**src/rtl/lcd_sched_pkg.sv**
```systemverilog
// Shared types for the LCD update scheduler: FSM states and the queued instruction record.
package lcd_sched_pkg;

  typedef enum logic [2:0] {
    S_IDLE,
    S_ISSUE,
    S_WAIT_ACK,
    S_WAIT_DONE,
    S_HOLD
  } state_t;

  // 'reg' is a keyword, hence reg_idx.
  typedef struct packed {
    logic [2:0]  opcode;
    logic [3:0]  reg_idx;
    logic [15:0] value;
  } record_t;

  localparam logic [2:0] OPC_CLEAR = 3'b110;

endpackage

```
**src/rtl/lcd_req_fifo.sv**
```systemverilog
// Synchronous request FIFO with flush; under LCD_SCHED_COALESCE_EN it also exposes
// the newest entry and an in-place overwrite port for it.
module lcd_req_fifo
  import lcd_sched_pkg::*;
#(
  parameter int DEPTH = 4
) (
  input  logic                     clk,
  input  logic                     rst,
  input  logic                     i_push,
  input  logic                     i_pop,
  input  logic                     i_flush,
`ifdef LCD_SCHED_COALESCE_EN
  input  logic                     i_ovw,
  output record_t                  o_newest,
`endif
  input  record_t                  i_wdata,
  output record_t                  o_head,
  output logic [$clog2(DEPTH):0]   o_count,
  output logic                     o_full
);

  localparam int AW = $clog2(DEPTH);

  record_t       r_mem [DEPTH];
  logic [AW-1:0] r_wr;
  logic [AW-1:0] r_rd;
  logic [AW:0]   r_count;

  logic w_do_push;
  logic w_do_pop;
  logic w_do_ovw;

  assign o_full    = (r_count == (AW+1)'(DEPTH));
  assign w_do_push = i_push && !o_full && !i_flush;
  assign w_do_pop  = i_pop && (r_count != '0) && !i_flush;
`ifdef LCD_SCHED_COALESCE_EN
  assign w_do_ovw  = i_ovw && (r_count != '0) && !i_flush;
  assign o_newest  = r_mem[r_wr - 1'b1];
`else
  assign w_do_ovw  = 1'b0;
`endif

  assign o_head  = r_mem[r_rd];
  assign o_count = r_count;

  // NOTE: storage has no reset; only the pointers and count define validity, so
  // the array can map onto plain RAM/registers without a reset tree.
  always_ff @(posedge clk) begin
    if (w_do_push)
      r_mem[r_wr] <= i_wdata;
    else if (w_do_ovw)
      r_mem[r_wr - 1'b1] <= i_wdata;
  end

  always_ff @(posedge clk or posedge rst) begin
    if (rst) begin
      r_wr    <= '0;
      r_rd    <= '0;
      r_count <= '0;
    end else if (i_flush) begin
      r_wr    <= '0;
      r_rd    <= '0;
      r_count <= '0;
    end else begin
      if (w_do_push) r_wr <= r_wr + 1'b1;
      if (w_do_pop)  r_rd <= r_rd + 1'b1;
      r_count <= r_count + (AW+1)'(w_do_push) - (AW+1)'(w_do_pop);
    end
  end

endmodule

```
**src/rtl/lcd_update_scheduler.sv**
```systemverilog
// Queues CPU display updates and issues them one at a time to lcd_controller with a hold time.
// Optional macro LCD_SCHED_COALESCE_EN: a push to the same register as the newest entry overwrites it.
module lcd_update_scheduler
  import lcd_sched_pkg::*;
#(
  parameter int DEPTH       = 4,
  parameter int HOLD_CYCLES = 25000000,
  parameter int ACK_TIMEOUT = 16
) (
  input  logic                     clk,
  input  logic                     rst,
  input  logic                     req_valid,
  input  logic [2:0]               req_opcode,
  input  logic [3:0]               req_reg,
  input  logic [15:0]              req_value,
  output logic                     req_ready,
  input  logic                     splash_req,
  input  logic                     blank_req,
  output logic [$clog2(DEPTH):0]   fifo_count,
  output logic                     overflow,
  output logic                     lcd_start_update,
  output logic                     lcd_mode_splash,
  output logic                     lcd_mode_blank,
  output logic [2:0]               lcd_opcode,
  output logic [3:0]               lcd_reg,
  output logic [15:0]              lcd_value,
  input  logic                     lcd_busy,
  output logic                     sched_busy
);

  localparam int HW = (HOLD_CYCLES > 0) ? $clog2(HOLD_CYCLES + 1) : 1;
  localparam int TW = $clog2(ACK_TIMEOUT + 1);

  state_t           r_state;
  state_t           w_state_nxt;
  logic             r_pend_blank;
  logic             r_pend_splash;
  logic [HW-1:0]    r_hold;
  logic [TW-1:0]    r_tmo;

  record_t          w_req;
  record_t          w_head;
  record_t          w_sel;
  logic             w_full;
  logic             w_push;
  logic             w_pop;
  logic             w_coalesce;
  logic             w_load;
  logic             w_sel_blank;
  logic             w_sel_splash;

  assign w_req = '{opcode: req_opcode, reg_idx: req_reg, value: req_value};

`ifdef LCD_SCHED_COALESCE_EN
  record_t w_newest;
  // Skip coalescing when the only entry is leaving this cycle; it becomes a normal push.
  assign w_coalesce = req_valid && (fifo_count != '0) && (w_newest.reg_idx == req_reg)
                      && !(w_pop && (fifo_count == 1));
`else
  assign w_coalesce = 1'b0;
`endif

  assign w_push = req_valid && !w_coalesce;

  lcd_req_fifo #(.DEPTH(DEPTH)) u_fifo (
    .clk      (clk),
    .rst      (rst),
    .i_push   (w_push),
    .i_pop    (w_pop),
    .i_flush  (blank_req),
`ifdef LCD_SCHED_COALESCE_EN
    .i_ovw    (w_coalesce),
    .o_newest (w_newest),
`endif
    .i_wdata  (w_req),
    .o_head   (w_head),
    .o_count  (fifo_count),
    .o_full   (w_full)
  );

  assign req_ready        = !w_full;
  assign lcd_start_update = (r_state == S_ISSUE);
  assign sched_busy       = (r_state != S_IDLE);

  // NOTE: every always_comb output gets a default first so no path leaves it
  // unassigned, which would otherwise infer a latch.
  always_comb begin
    w_state_nxt  = r_state;
    w_pop        = 1'b0;
    w_load       = 1'b0;
    w_sel_blank  = 1'b0;
    w_sel_splash = 1'b0;
    w_sel        = '0;
    unique case (r_state)
      S_IDLE: begin
        if (!lcd_busy) begin
          if (r_pend_blank) begin
            w_sel_blank = 1'b1;
            w_sel       = '{opcode: OPC_CLEAR, reg_idx: 4'd0, value: 16'd0};
            w_load      = 1'b1;
          end else if (r_pend_splash) begin
            w_sel_splash = 1'b1;
            w_load       = 1'b1;
          end else if (fifo_count != '0) begin
            w_pop  = 1'b1;
            w_sel  = w_head;
            w_load = 1'b1;
          end
          if (w_load) w_state_nxt = S_ISSUE;
        end
      end
      S_ISSUE:     w_state_nxt = S_WAIT_ACK;
      S_WAIT_ACK: begin
        if (lcd_busy)                          w_state_nxt = S_WAIT_DONE;
        else if (r_tmo == TW'(ACK_TIMEOUT - 1)) w_state_nxt = S_ISSUE;
      end
      S_WAIT_DONE: if (!lcd_busy)     w_state_nxt = S_HOLD;
      S_HOLD:      if (r_hold == '0)  w_state_nxt = S_IDLE;
      default:     w_state_nxt = S_IDLE;
    endcase
  end

  always_ff @(posedge clk or posedge rst) begin
    if (rst) begin
      r_state         <= S_IDLE;
      r_pend_blank    <= 1'b0;
      r_pend_splash   <= 1'b0;
      r_hold          <= '0;
      r_tmo           <= '0;
      overflow        <= 1'b0;
      lcd_mode_splash <= 1'b0;
      lcd_mode_blank  <= 1'b0;
      lcd_opcode      <= '0;
      lcd_reg         <= '0;
      lcd_value       <= '0;
    end else begin
      r_state       <= w_state_nxt;
      // A new request in the cycle its flag is consumed re-arms the flag.
      r_pend_blank  <= (r_pend_blank && !w_sel_blank) || blank_req;
      r_pend_splash <= (r_pend_splash && !w_sel_splash) || splash_req;
      overflow      <= req_valid && w_full && !w_coalesce && !blank_req;

      if (r_state == S_ISSUE)         r_tmo <= '0;
      else if (r_state == S_WAIT_ACK) r_tmo <= r_tmo + 1'b1;

      if (r_state == S_WAIT_DONE && !lcd_busy) r_hold <= HW'(HOLD_CYCLES);
      else if (r_state == S_HOLD && r_hold != '0) r_hold <= r_hold - 1'b1;

      if (w_load) begin
        lcd_mode_blank  <= w_sel_blank;
        lcd_mode_splash <= w_sel_splash;
        lcd_opcode      <= w_sel.opcode;
        lcd_reg         <= w_sel.reg_idx;
        lcd_value       <= w_sel.value;
      end
    end
  end

endmodule

```
**config.mk**
```make
export PLATFORM = sky130hd
export DESIGN_NAME = lcd_update_scheduler
export DESIGN_NICKNAME = d
export VERILOG_FILES = /design/src/rtl/lcd_sched_pkg.sv /design/src/rtl/lcd_req_fifo.sv /design/src/rtl/lcd_update_scheduler.sv
export SDC_FILE = /design/constraint.sdc
export NUM_CORES = 1
export LEC_CHECK = 0
export ABC_AREA = 1
export BUFFER_PORTS_ARGS = -buffer_cell sky130_fd_sc_hd__buf_2
export CORE_AREA = 2 2 109 111
export DETAILED_ROUTE_END_ITERATION = 16
export DIE_AREA = 0 0 111 113
export GPL_ROUTABILITY_DRIVEN = 0
export GPL_TIMING_DRIVEN = 0
export PLACE_DENSITY = 0.84
export RECOVER_POWER = 50
export REMOVE_ABC_BUFFERS = 1
export SYNTH_ARGS = -nofsm -noshare
export SYNTH_HDL_FRONTEND = slang
export SYNTH_SLANG_ARGS = --single-unit
```
**constraint.sdc**
```tcl
create_clock -name clk -period 6.02 [get_ports clk]
set_input_delay 0.903 -clock clk [delete_from_list [all_inputs] [get_ports clk]]
set_output_delay 0.903 -clock clk [all_outputs]
set_load 0.005 [all_outputs]
```
==> results summary, run 1 <==
Gates resized during post-CTS repair numbered 0. Setup repair after global routing left no endpoint under its margin. The wire-length estimate of the detail-placed layout is 9660 um. The number of max-slew violations in the final report is 69. In this run the cell area of the synthesized design comes to 7010 um2. The final layout contains 767 nets. In the final routed layout, each cell accounts on average for 17.8 um.

The clock latency on the worst-skew pair came out at 0.43 ns. For the worst setup path, the data required time is 5.86 ns. The wire length reported by the detailed router came out at 15800 um. The total number of yosys warnings is 0.

The final hold violation count was 0. The worst pin sits at a relative slew slack of -111%. The worst hold path belongs to the class flop to flop. The relative area change from synthesis to final layout is 13.5%. The number of iterations in the first detailed-routing pass came out at 7. The number of hold buffers added after CTS was 0.

The signal on the critical path passes through buf_2 -> clkinvlp_2. The critical path in this run is classified as input port to asynchronous set/reset pin. The clock tree synthesis step divided the H-tree into 4 levels. The diode insertion count for antenna repair is 0.

The mean number of vias per cell is 5.90. In this run the mean area of a mapped cell was 10.5 um2. The sequential-to-total area share from yosys stat is 63.7%. The type of destination of the critical path is an asynchronous set/reset pin. The final reports fail on capacitance limit, slew limit. Entering global routing, the biggest net connects 69 pins.

The highest net fanout along the worst path is 68. The CTS tree is yes. The number of buffers created by CTS is 17.

Including well taps, the total number of placed cells is 852. The placed standard-cell area is 7460 um2. The fill cell total of the finished layout is 754. The final cell count without fillers is 884.

The transition time at the pin with the least slew margin is 3.14 ns. The final critical-path share of the clock period is 48.9%. The number of sinks handled by clock tree synthesis came out at 160. The clock passes through at most 2 buffers.

The clock period minus worst slack came out at 2.94 ns. The final standard cell area without fillers came out at 7950 um2. The total global routing track utilization is 26.5%. The worst-case IR drop observed on VDD is 321 uV. The flow ran to the end, but the final reports show violations.

The wire length of the first global-routing pass came out at 25900 um. In the final layout, the registers with the most flip-flops are u_fifo.r_mem: 92 flops, r_hold: 25 flops, lcd_value: 16 flops. The hold slack is 0.490 ns. The delay contributed by the slowest stage of the critical path came out at 1.76 ns.

The number of global-route vias before repair is 5382. u_fifo.r_mem holds more flip-flops than any other register. The number of port buffers is 60.

The number of antenna violations at the first check in global routing came out at 0. The cell count after synthesis came out at 668. The count of buffer and inverter cells on the critical path is 2. The layout cell share with drive strength beyond 1 is 12.6%. The total number of placement rows came out at 39. The starting density of the core came out at 62.2%.

The core region area came out at 11300 um2. The flip-flop count of the largest register after layout is 92. The slowest stage of the critical path is the sky130_fd_sc_hd__clkinvlp_2 cell. The number of vias in the routed layout is 5215. The tree is rooted in a sky130_fd_sc_hd__clkbuf_16. For this run the aggregate overflow at the end of global routing stands at 0. The die is 113 um tall. The flip-flop and latch count after synthesis came out at 160. The count of cell types in the netlist is 35. Registers take 4470 um2. The max capacitance violation total is 1.

STA classifies the critical path startpoint as an input port. The leakage power of the design is 3.47 nW. Once the clock tree was built, the setup fixing pass inserted 0 buffers. After detailed routing, the number of remaining DRC violations is 0.

The accumulated negative setup slack came out at 0 ns. The category of cells accounting for the largest share of critical-path delay is buffers and inverters. The design draws 3.27 mW. The number of DRC violations after detailed-routing iteration 0 is 436. The die area came out at 12500 um2. The clock-pin slew on the worst setup and hold paths is 0.06 ns.

The number of top-level design ports is 61. The number of endpoints failing setup at the final stage is 0. The data arrival time of the critical path came out at 2.78 ns.

The areal power density over the cells came out at 411 nW/um2. Derived from the worst setup path, the maximum achievable clock frequency is 340 MHz. The detail route stage leaves a number of antenna-violating nets equal to 0. The die is 111 um wide. The multi-input logic area came out at 2210 um2. The worst setup skew after layout came out at 0.00901 ns.
[path summary, 6_finish.rpt]
check                              startpoint             end  slack (ns)  depth (start not counted)
worst max-delay path                      rst  u_fifo.r_rd[0]        3.08                          2
worst min-delay path            lcd_opcode[0]   lcd_opcode[0]        0.49                          1
worst max register to register     r_state[2]  u_fifo.r_rd[1]        3.42                         10
worst min register to register  lcd_opcode[0]   lcd_opcode[0]        0.49                          1
max in group clk                   r_state[2]  u_fifo.r_rd[1]        3.42                         10
min in group asynchronous                 rst        r_tmo[4]        1.37                          2
[stage by stage]
step	utilization, %	setup slack, ns
after floorplan	-	3.38
after CTS	70.9	3.09
final	70.6	3.08
after global routing	70.6	2.43
after detailed placement	66.2	3.10
after global placement	65.4	2.46
[cells in the mapped netlist, drive strengths merged]
| library cell | number | area (um2) |
|---|---|---|
| nand3b | 4 | 30.0 |
| and3 | 1 | 6.26 |
| o21bai | 1 | 7.51 |
| nand2 | 122 | 485 |
| o21ai | 64 | 332 |
| inv | 60 | 225 |
| ha | 9 | 113 |
| a21o | 2 | 15.0 |
| clkbuf | 12 | 45.0 |
| buf | 11 | 68.8 |
| a22oi | 2 | 15.0 |
| o22ai | 24 | 150 |
| nand4 | 14 | 87.6 |
| edfxtp | 92 | 2760 |
| xor2 | 6 | 52.6 |
| a21oi | 2 | 10.0 |
| dfrtp | 68 | 1700 |
| nor2 | 108 | 465 |
| nor3 | 5 | 30.0 |
| o211ai | 1 | 7.51 |
| a22o | 22 | 193 |
| fa | 1 | 20.0 |
| nand3 | 37 | 185 |
[cells by family (layout without fill, tap and decap cells)]
group,after synthesis,count (layout),synth area share [%]
buf+inv,83,156,4.84
compound gates,118,118,10.4
fa+ha+maj,10,10,1.89
flops,160,160,63.7
xor+xnor,6,6,0.750
simple gates,291,291,18.4
[layout by cell type, fill, tap and decap left out, types with 4 or more instances in the layout]
cell / netlist / routed
sky130_fd_sc_hd__edfxtp_1: 92 / 92
sky130_fd_sc_hd__nor2_1: 99 / 95
sky130_fd_sc_hd__nand3_1: 37 / 37
sky130_fd_sc_hd__ha_1: 9 / 9
sky130_fd_sc_hd__dfrtp_1: 68 / 67
sky130_fd_sc_hd__o21ai_0: 56 / 56
sky130_fd_sc_hd__a22o_1: 22 / 22
sky130_fd_sc_hd__nand2_1: 117 / 118
sky130_fd_sc_hd__inv_2: 4 / 4
sky130_fd_sc_hd__nand4_1: 14 / 14
sky130_fd_sc_hd__xor2_1: 6 / 6
sky130_fd_sc_hd__inv_1: 56 / 55
sky130_fd_sc_hd__nor2_2: 5 / 9
sky130_fd_sc_hd__o21ai_1: 7 / 7
sky130_fd_sc_hd__buf_2: 7 / 35
sky130_fd_sc_hd__clkbuf_1: 12 / 28
sky130_fd_sc_hd__nand3b_1: 4 / 4
sky130_fd_sc_hd__clkbuf_16: 0 / 17
sky130_fd_sc_hd__nor3_1: 4 / 4
sky130_fd_sc_hd__o22ai_1: 24 / 24
[per-layer routing]
| layer | part of all wire, % | vias up | global-route usage [%] |
|---|---|---|---|
| met5 | 0 | - | 0 |
| met2 | 52 | 189 | 47.1 |
| met1 | 40 | 2563 | 30.6 |
| met3 | 5.2 | 48 | 5.68 |
| li1 | - | 2415 | - |
| met4 | 2.8 | 0 | 13.7 |
[final cells by class]
type,count,area share (%)
clock buffers,21,5.66
clock inverters,11,1.04
inverters,60,2.85
multi-input cells,425,27.8
flip-flops and latches,160,56.2
well taps,143,2.25
repair buffers,64,4.30
[where the power goes]
group | total [mW] | switching [mW] | internal, mW
logic | 0.879 | 0.599 | 0.280
clock network | 0.979 | 0.438 | 0.541
registers | 1.41 | 0.124 | 1.29
No activity file was read; power rests on OpenSTA's default activity.
==> run 2: changes to the inputs <==
--- a/config.mk
+++ b/config.mk
@@ -7,12 +7,12 @@
 export LEC_CHECK = 0
 export ABC_AREA = 1
 export BUFFER_PORTS_ARGS = -buffer_cell sky130_fd_sc_hd__buf_2
-export CORE_AREA = 2 2 109 111
+export CORE_AREA = 2 2 112 114
 export DETAILED_ROUTE_END_ITERATION = 16
-export DIE_AREA = 0 0 111 113
+export DIE_AREA = 0 0 114 116
 export GPL_ROUTABILITY_DRIVEN = 0
 export GPL_TIMING_DRIVEN = 0
-export PLACE_DENSITY = 0.84
+export PLACE_DENSITY = 0.8
 export RECOVER_POWER = 50
 export REMOVE_ABC_BUFFERS = 1
 export SYNTH_ARGS = -nofsm -noshare
==> constraint.sdc (replaced) <==
create_clock -name clk -period 2.8 [get_ports clk]
set_input_delay 0.42 -clock clk [delete_from_list [all_inputs] [get_ports clk]]
set_output_delay 0.42 -clock clk [all_outputs]
set_load 0.005 [all_outputs]
==> run 2 against run 1 <==
  * The run ends with capacitance limit left
  * Clock skew fell by 0.0014 ns
  * Clock power rose by 130%
  * Global-route usage decreased by 1.6 points
  * Sequential cell count did not move
  * Power up 120%
  * Largest cell class unchanged
==> results summary, run 2 (synthesis results as in run 1) <==
The routed layout has 5127 vias. The final layout contains 767 nets. The highest net fanout along the worst path is 23. The starting density of the core is 58.8%. The finished cells cover 8010 um2.

The wire length of the first global-routing pass came out at 25000 um. Setup repair after global routing left no endpoint under its margin. The post-detailed-route wirelength per cell came out at 17.5 um. Once placement finished, the instance area stood at 7490 um2. The startpoint class of the critical path is a flop. Leaving out fill and tap cells, the most frequent cells in the layout are sky130_fd_sc_hd__nand2_1 (117), sky130_fd_sc_hd__nor2_1 (95), sky130_fd_sc_hd__edfxtp_1 (92). The detailed route wirelength on metal2 came out at 8160 um. The first routing iteration left 444 violations. The final critical-path share of the clock period is 91.9%.

The vertical die dimension came out at 116 um. The highest achievable clock rate is 388 MHz. At the worst endpoint, the arrival time is 2.89 ns.

In this run the number of H-tree levels came out at 4. The wire length reported by the detailed router came out at 15600 um. Per report_power, the clock group accounts for 30.9% of the total.

The internal power came out at 4.62 mW. For this design, the CTS-stage hold fixing added 0 buffers. TritonCTS built the clock tree. The max capacitance violation total came out at 1. The checks that failed: capacitance limit. The total met3 wirelength after detailed routing came out at 963 um. The final hold violation count is 0.

The worst setup skew after layout is 0.00760 ns. The peak supply drop is 551 uV. The uppermost layer routed is met4. Summed over all nets, the switching power comes to 2.52 mW. During placement, the flow inserted port buffers numbering 60. The number of endpoints failing setup at the final stage came out at 0. For this design the ratio of total power to cell area is 891 nW/um2. In this run the remaining antenna-violating nets after routing total 0. For this run, design rule violations remaining after detail routing come to 0. The number of top-level design ports is 61. The clock root buffer is sky130_fd_sc_hd__clkbuf_16. The total number of placement rows came out at 40. The detailed router put a total of 6210 um of wire on met1. The leakage power of the design came out at 3.49 nW. The core utilization of the finished layout came out at 67.3%. The layout cell share with drive strength beyond 1 came out at 12.6%. The relative area change from synthesis to final layout came out at 14.3%. The register bank with the most flops is u_fifo.r_mem.

The sequential cell fraction of total power came out at 42.2%. The worst hold path class is input port to flop. The mean number of vias per cell is 5.77.

The maximum number of pins on one net before global-route repair is 69. The reg-to-reg setup timing slack came out at 0.23 ns. The worst path required time came out at 3.12 ns. The hold slack is 0.193 ns.

The setup path with the least slack is of type flop to flop. The die covers 13200 um2. The flip-flop count of the largest register after layout came out at 92. The clock latency on the worst-skew pair came out at 0.43 ns. The run finished, with violations left. The clock period minus worst slack is 2.57 ns. In this run, CTS created clock tree buffers numbering 17.

The post-CTS setup-driven buffer insertion count is 0. The fill cell total of the finished layout is 883. The worst pin sits at a relative slew slack of 0.0835%.

The delay contributed by the slowest stage of the critical path came out at 0.95 ns. The worst setup path is captured at a flop. The number of antenna violations at the first check in global routing is 0. The die span in x is 114 um. The number of max-slew violations in the final report was 0. The largest individual stage delay along the critical path comes from the cell sky130_fd_sc_hd__nor2_2. The number of sinks handled by clock tree synthesis came out at 160. The total global routing track utilization is 25.0%. After floorplanning, the core was sized to cover 11900 um2. The clock-pin slew on the worst setup and hold paths is 0.06 ns. The number of iterations in the first detailed-routing pass is 5.

The largest registers in the layout are u_fifo.r_mem: 92 flops, r_hold: 25 flops, lcd_value: 16 flops. The switching part of the total is 35.3%. The total overflow left after global routing is 0.

By instance count, the cell type seen most on the critical path is sky130_fd_sc_hd__nand2_1. The transition time at the pin with the least slew margin came out at 1.50 ns. The part of the power in combinational logic came out at 26.8%. The diode insertion count for antenna repair came out at 0. The critical path goes through inv_2 -> nand2_1 -> nor2_1 -> nand3_1 -> nor2_2 -> nand2_1 -> inv_1 -> nand2_1 -> nand2_1 -> nor2_1. The number of global-route vias before repair is 5117.

The HPWL reported at the end of detailed placement is 9390 um. In this run the deepest clock path goes through 2 buffers. The library cell used most frequently in the layout, excluding fill and tap cells, is sky130_fd_sc_hd__nand2_1.

Power comes to 7.14 mW.
run 2: path summary, 6_finish.rpt:
kind                                start              to  depth (start not counted)
max                            r_state[0]  u_fifo.r_rd[1]                         10
min                            splash_req   r_pend_splash                          2
max reg2reg                    r_state[0]  u_fifo.r_rd[1]                         10
min reg2reg                lcd_mode_blank  lcd_mode_blank                          1
max in group asynchronous             rst  u_fifo.r_rd[0]                          2
min in group asynchronous             rst    lcd_value[6]                          2
run 2: final cells by class:
type | count | area (um2) | share of cell area (%)
clock buffer | 18 | 429 | 5.36
timing repair buffer | 64 | 365 | 4.56
clock inverter | 14 | 128 | 1.59
inverter | 60 | 225 | 2.81
tap | 147 | 184 | 2.30
sequential | 160 | 4470 | 55.7
multi-input combinational | 425 | 2210 | 27.6
run 2: worst max-delay path: cells and delay by family (launching register included):
kind,cells,cell delay [ns]
flops,1,0.43
buf+inv,2,0.24
simple gates,8,1.77
run 2: power by group through the flow:
stage          Clock, mW  Sequential (mW)  Combinational, mW
2_1_floorplan          0             3.00               1.43
3_3_place_gp           0             3.04               1.78
3_5_place_dp           0             3.05               1.89
4_1_cts             2.23             3.01               1.91
5_1_grt             2.34             3.05               2.16
6_report            2.21             3.02               1.91
run 2: timing repair:
action                                  CTS  global route
hold endpoints to repair                  0             0
endpoints found under the setup margin   23             0
gates resized for setup                   1             0
run 2: metrics by stage:
stage	setup slack [ns]	TNS (ns)	cells
3_3_place_gp	-0.338	-50.31	852
3_5_place_dp	-0.224	-2.68	856
5_1_grt	0.0407	0	888
2_1_floorplan	0.450	0	645
4_1_cts	0.238	0	888
6_report	0.226	0	888
run 2: metal layers:
layer / vias up / track usage [%]
li1: 2411 / -
met1: 2533 / 29.8
met2: 160 / 43.3
met3: 23 / 7.64
met4: 0 / 9.02
met5: - / 0
